**src/rtl/ring_nic.sv**
```systemverilog
// Ring NIC: processor-side end of a ring router PE port with one TX and one RX packet buffer.
// Optional per-direction packet counters on the status registers under `NIC_PKT_CNT_EN.
module ring_nic #(
  parameter int unsigned DATA_WIDTH = 64,
  parameter int unsigned VC_BIT     = 63
) (
  input  logic                  clk,
  input  logic                  reset,
  input  logic [1:0]            addr,
  input  logic [DATA_WIDTH-1:0] d_in,
  output logic [DATA_WIDTH-1:0] d_out,
  input  logic                  nic_en,
  input  logic                  nic_wr_en,
  output logic                  net_so,
  input  logic                  net_ro,
  output logic [DATA_WIDTH-1:0] net_do,
  input  logic                  net_si,
  output logic                  net_ri,
  input  logic [DATA_WIDTH-1:0] net_di,
  input  logic                  net_polarity
);

  localparam logic [1:0] AddrRxBuf  = 2'd0;
  localparam logic [1:0] AddrRxStat = 2'd1;
  localparam logic [1:0] AddrTxBuf  = 2'd2;
  localparam logic [1:0] AddrTxStat = 2'd3;

  logic [DATA_WIDTH-1:0] rx_buf_q, rx_buf_d;
  logic                  rx_full_q, rx_full_d;
  logic [DATA_WIDTH-1:0] tx_buf_q, tx_buf_d;
  logic                  tx_full_q, tx_full_d;
  logic [DATA_WIDTH-1:0] d_out_q, d_out_d;

  logic                  rd_req, wr_req, rx_accept, tx_send;
  logic [DATA_WIDTH-1:0] rx_stat, tx_stat;

  assign rd_req    = nic_en & ~nic_wr_en;
  assign wr_req    = nic_en & nic_wr_en;
  assign net_ri    = ~rx_full_q;
  assign rx_accept = net_si & ~rx_full_q;
  // Only inject when the packet's VC tag matches the router's current cycle parity.
  assign tx_send   = tx_full_q & net_ro & (tx_buf_q[VC_BIT] == net_polarity);
  assign net_so    = tx_send;
  assign net_do    = tx_buf_q;
  assign d_out     = d_out_q;

`ifdef NIC_PKT_CNT_EN
  logic [7:0] rx_cnt_q, tx_cnt_q;

  always_ff @(posedge clk or negedge reset) begin
    if (!reset) begin
      rx_cnt_q <= '0;
      tx_cnt_q <= '0;
    end else begin
      if (rx_accept) rx_cnt_q <= rx_cnt_q + 8'd1;
      if (tx_send)   tx_cnt_q <= tx_cnt_q + 8'd1;
    end
  end

  assign rx_stat = {{(DATA_WIDTH-16){1'b0}}, rx_cnt_q, 7'b0, rx_full_q};
  assign tx_stat = {{(DATA_WIDTH-16){1'b0}}, tx_cnt_q, 7'b0, tx_full_q};
`else
  assign rx_stat = {{(DATA_WIDTH-1){1'b0}}, rx_full_q};
  assign tx_stat = {{(DATA_WIDTH-1){1'b0}}, tx_full_q};
`endif

  always_comb begin
    rx_buf_d  = rx_buf_q;
    rx_full_d = rx_full_q;
    tx_buf_d  = tx_buf_q;
    tx_full_d = tx_full_q;
    d_out_d   = d_out_q;

    // rx_accept needs rx_full=0 and the read-clear needs rx_full=1, so they never collide.
    if (rx_accept) begin
      rx_buf_d  = net_di;
      rx_full_d = 1'b1;
    end

    if (tx_send) tx_full_d = 1'b0;

    // Write sees pre-edge tx_full, so a write racing a send is dropped.
    if (wr_req && addr == AddrTxBuf && !tx_full_q) begin
      tx_buf_d  = d_in;
      tx_full_d = 1'b1;
    end

    if (rd_req) begin
      case (addr)
        AddrRxBuf: begin
          d_out_d = rx_buf_q;
          if (rx_full_q) rx_full_d = 1'b0;
        end
        AddrRxStat: d_out_d = rx_stat;
        AddrTxBuf:  d_out_d = '0;
        AddrTxStat: d_out_d = tx_stat;
        default:    d_out_d = '0;
      endcase
    end
  end

  always_ff @(posedge clk or negedge reset) begin
    if (!reset) begin
      rx_buf_q  <= '0;
      rx_full_q <= 1'b0;
      tx_buf_q  <= '0;
      tx_full_q <= 1'b0;
      d_out_q   <= '0;
    end else begin
      rx_buf_q  <= rx_buf_d;
      rx_full_q <= rx_full_d;
      tx_buf_q  <= tx_buf_d;
      tx_full_q <= tx_full_d;
      d_out_q   <= d_out_d;
    end
  end

endmodule

```
**config.mk**
```make
export PLATFORM = sky130hd
export DESIGN_NAME = ring_nic
export DESIGN_NICKNAME = d
export VERILOG_FILES = /design/src/rtl/ring_nic.sv
export SDC_FILE = /design/constraint.sdc
export NUM_CORES = 1
export LEC_CHECK = 0
export CAP_MARGIN = 20
export CELL_PAD_IN_SITES_DETAIL_PLACEMENT = 0
export CELL_PAD_IN_SITES_GLOBAL_PLACEMENT = 1
export CORE_ASPECT_RATIO = 2
export CORE_UTILIZATION = 36
export DETAILED_ROUTE_END_ITERATION = 6
export MAX_ROUTING_LAYER = met4
export PLACE_DENSITY_LB_ADDON = 0.1
export SKIP_CTS_REPAIR_TIMING = 1
export SYNTH_ARGS = -nofsm -noshare
export SYNTH_HDL_FRONTEND = slang
export SYNTH_SLANG_ARGS = --single-unit
export TNS_END_PERCENT = 1
```
**constraint.sdc**
```tcl
create_clock -name clk -period 1.9 [get_ports clk]
set_input_delay 0.285 -clock clk [delete_from_list [all_inputs] [get_ports clk]]
set_output_delay 0.285 -clock clk [all_outputs]
set_load 0.01 [all_outputs]
```
* Yosys cells after proc, flatten, opt, wreduce, memory -nomap -nowiden
Index checks and enable logic that the tools add are counted.
** Word-level totals
- Flip-flop bits (word level) :: 194
- Output and inout port bits :: 130
** Operators by class
- Bitwise logic cells :: 7
- Equal/unequal tests :: 4
- Muxes and demuxes :: 7
- Reductions and logical operators :: 5
** Operators with widths (count)
- one-hot mux 64 bit (4 select lines) :: 1
- two-way mux 1 bit :: 6
- AND 1 bit :: 5
- == test 2 bit, second input constant :: 2
- == test 2 x 1 -> 1 bit, second input constant :: 1
- logical AND 1 bit :: 2
- zero test 2 bit :: 1
- inverter 1 bit :: 2
- nonzero test 2 bit :: 1
- == test 1 bit :: 1
- zero test 1 bit :: 1

* Logic depth before layout (Yosys ltp)
- Depth after elaboration :: 6
- Gate-level depth with buffers :: 4
- Mapped depth without buffers :: 3

* Worst setup path after synthesis
OpenSTA, ideal clock, no wires.
- Kind :: reg2reg
- Start point :: register tx_full_q
- End point :: register tx_buf_q[10], in the netlist net_do[10]
- Path buffers :: 1
- Cell stages (with the launch flop) :: 5
- Slack :: 0.470 ns
- Arrival :: 1.305 ns
- Data required time :: 1.775 ns
- Clock period less this slack :: 1.430 ns
- Cells stage by stage :: dfrtp_1 > nand4b_4 > nor2_8 > buf_12 > mux2_4
** Between the ends
- Word-level cells in the longest chain between the ends :: 2
** RTL lines
- from (decl) :: RTL line 31 : logic tx_full_q, tx_full_d;
- from (signal assigned) :: RTL line 113 : tx_full_q <= tx_full_d;
- zero test 1 bit :: RTL line 83 : if (wr_req && addr == AddrTxBuf && !tx_full_q) begin
- logical AND 1 bit :: RTL line 83
- to (signal assigned) :: RTL line 112 : tx_buf_q <= tx_buf_d;
- to (decl) :: RTL line 30 : logic [DATA_WIDTH-1:0] tx_buf_q, tx_buf_d;
No other way between the ends.
A chain may end at the register's enable or synchronous reset.

* Worst setup path after layout
- Start point :: register rx_full_q
- End point :: output net_ri
** Between the ends
- Word-level cells in the longest chain between the ends :: 1
** RTL lines
- from (decl) :: RTL line 29 : logic rx_full_q, rx_full_d;
- from (signal assigned) :: RTL line 111 : rx_full_q <= rx_full_d;
- inverter 1 bit :: RTL line 39 : assign net_ri = ~rx_full_q;
- to (decl) :: RTL line 18 : output logic net_ri,
No other way between the ends.

==> results.yml <==
synth:
  ys_async_sr_fraction_pct: 100.0
  synth_fa_ha_area_share_pct: 0
  synth_area_leaders: "dfrtp_1 65%, mux2_4 12%, mux2_2 10%"
  synth_fp_nets: 564
  synth_compound_area_share_pct: 7.793
  synth_top_area_share_pct: 65.31
  ys_types: 20
  ys_ff_latch: 194
  yosysTopAreaCell: "dfrtp_1"
  yosys.area_share.simple_pct: 1.111
  ys_seq_area_share_pct: 65.31
  ys.flop_type: "dfrtp_1"
  syn_area_per_cell_um2: 17.41
  synth_xor_xnor_area_share_pct: 0.1178
  synth-edff-count: 0
  synth_top_family_by_area: "multiplexers"
  netlist_instances: 427
  muxShareOfSynthArea_pct: 22.57
  yosysMostFrequentCell: "dfrtp_1"
  syn_area_um2: 7433
  yosys-top-cells-count: "194 x dfrtp_1, 69 x mux2_2, 63 x a22o_1"
  synth_warnings: 0
final_layout:
  nFillCells: 1726
  fin_cells: 987
  drive_gt1_share_pct: 25.94
  syn_to_final_growth_pct: 49.39
  postLayoutCoreUtil_pct: 54.51
  nets: 845
  n_antenna_cell: 0
power_and_ir_drop:
  switching_share_pct: 26.99
  pwr-share-comb_pct: 33.9
  fin_total_pwr_mw: 15.49
  powerDensity_nw_per_um2: 1395
  power_leakage_nw: 4.842
  power.clock.fraction_pct: 23.1
  ir_worst_vdd_mv: 0.7526
  power_frac_seq_pct: 43.0
  power_switching_mw: 4.179
  intPower_mw: 11.31
worst_setup_path:
  crit_type: "flip-flop to primary output"
  critical_path_arrival_ns: 1.50
  start_kind: "flip-flop"
  ff2ff_setup_slack_ns: 0.24
  cp-end-kind: "primary output"
  cp.required_ns: 1.62
  worstPathMaxFanout: 3
floorplan:
  io_pins: 267
  rows: 74
  initial_core_util_pct: 36.49
  fp.dieArea_um2: 21260
  coreArea_um2: 20370
  die_w_um: 103.6
  die_h_um: 205.2
routing:
  drtIter0Drc: 169
  num_vias: 4786
  first_pass_iters: 4
  drtAntennaViolNets: 0
  drc: 0
  viasPerCell: 4.849
  avgRoutedWirePerCell_um: 18.87
  routed_wirelength_um: 18630
clocking:
  insertion_delay_ns: 0.43
  cts_tree: "done"
  clkTransAtPathRegs_ns: 0.07
  cts_sinks: 194
  cts-root-buf: "clkbuf_16"
  htreeDepth: 4
  clockBufferDepth: 2
  cts-buffers-inserted: 17
global_routing:
  overflow: 0
  grt_max_degree: 52
  grt_usage_pct: 18.80
  grt_antenna_before_repair: 0
  grt_pass1_vias: 5319
  grt_pass1_wl_um: 29680
placement:
  place_inst: 954
  io_buffers: 266
  globalplace.congestion: 0.7862
  place_ws_ns: -0.05130
  dp_hpwl_um: 13170
timing:
  whs_ns: 0.3727
  slew_viol_final: 0
  relSlewSlack_pct: 70.87
  setup_slack_ns: 0.1170
  fin_worst_skew_ns: 0.01103
  hold_viol: 0
  rsz0062_at_grt: "false"
  finalSetupViolCount: 0
  tightest_slew_ns: 0.4370
  min_period_over_period_pct: 93.84
  max_freq_ghz: 0.5609
  min_period_ns: 1.783
outcome:
  status: "completed"
job:
  drv_cap: 0
hold_path:
  min_path_type: "input pin to asynchronous set/reset pin"
[layout make-up]
| class | instances | area, µm² | share of cell area (%) |
|---|---|---|---|
| sequential | 194 | 4855 | 43.72 |
| timing repair buffer | 288 | 2962 | 26.67 |
| multi-input combinational | 204 | 2359 | 21.24 |
| clock buffer | 20 | 456.7 | 4.113 |
| tap | 266 | 332.8 | 2.997 |
| clock inverter | 12 | 128.9 | 1.161 |
| inverter | 3 | 11.26 | 0.1014 |
[critical path: stages, from the launching register on]
cell	delay, ns
dfrtp_1	0.42
inv_1	0.09
clkdlybuf4s50_1	0.55
[power groups by stage]
stage	sequential, mW	clock, mW	combinational [mW]
5_1_grt	6.88	3.82	5.59
2_1_floorplan	6.96	0	2.20
3_5_place_dp	6.74	0	5.32
4_1_cts	6.68	3.70	5.34
6_report	6.66	3.57	5.25
3_3_place_gp	6.67	0	5.20
[final timing paths]
path                                          start                  endpoint  depth (start not counted)
setup / recovery                rx_full_q$_DFF_PN0_                    net_ri                          2
hold / removal                                reset    net_do[46]$_DFFE_PN0P_                          2
setup reg to reg              tx_full_q$_DFFE_PN0P_    net_do[63]$_DFFE_PN0P_                          4
hold reg to reg            rx_buf_q[25]$_DFFE_PN0P_     d_out[25]$_DFFE_PN0P_                          1
max in group asynchronous                     reset  rx_buf_q[47]$_DFFE_PN0P_                          3
min in group clk                         net_di[52]  rx_buf_q[52]$_DFFE_PN0P_                          2
[metrics by stage]
stage / setup TNS, ns / cell area (µm²)
after floorplan: 0 / 7433
after global placement: -0.02119 / 10510
after detailed placement: -0.4070 / 10510
after CTS: -0.1071 / 11090
after global routing: 0 / 11100
final: 0 / 11100
[sequential cells by signal, indices dropped and copies added, names as in the netlist]
signal and count:
d_out 64, net_do 64, rx_buf_q 64, rx_full_q 1, tx_full_q 1
[logic make-up after synthesis]
family	Yosys count
mux	129
simple gates	7
buf+inv	29
compound gates	67
flops	194
xor+xnor	1
[metal layers]
layer	share of wire (%)	GRT usage (%)
met4	2.2	7.557
met1	40	21.87
met3	5.7	4.720
met5	0	-
met2	52	31.14
[cells in the final DEF (no fill, tap or decap), types with 2 or more instances in the layout]
cell type / n
bufinv_16: 2
clkdlybuf4s50_1: 264
inv_1: 3
buf_12: 10
buf_4: 11
a22o_1: 63
clkbuf_16: 17
mux2_4: 60
clkinv_2: 5
inv_6: 3
dfrtp_1: 194
clkbuf_8: 3
clkinv_4: 2
mux2_2: 69
(Power assumes the default switching activity.)
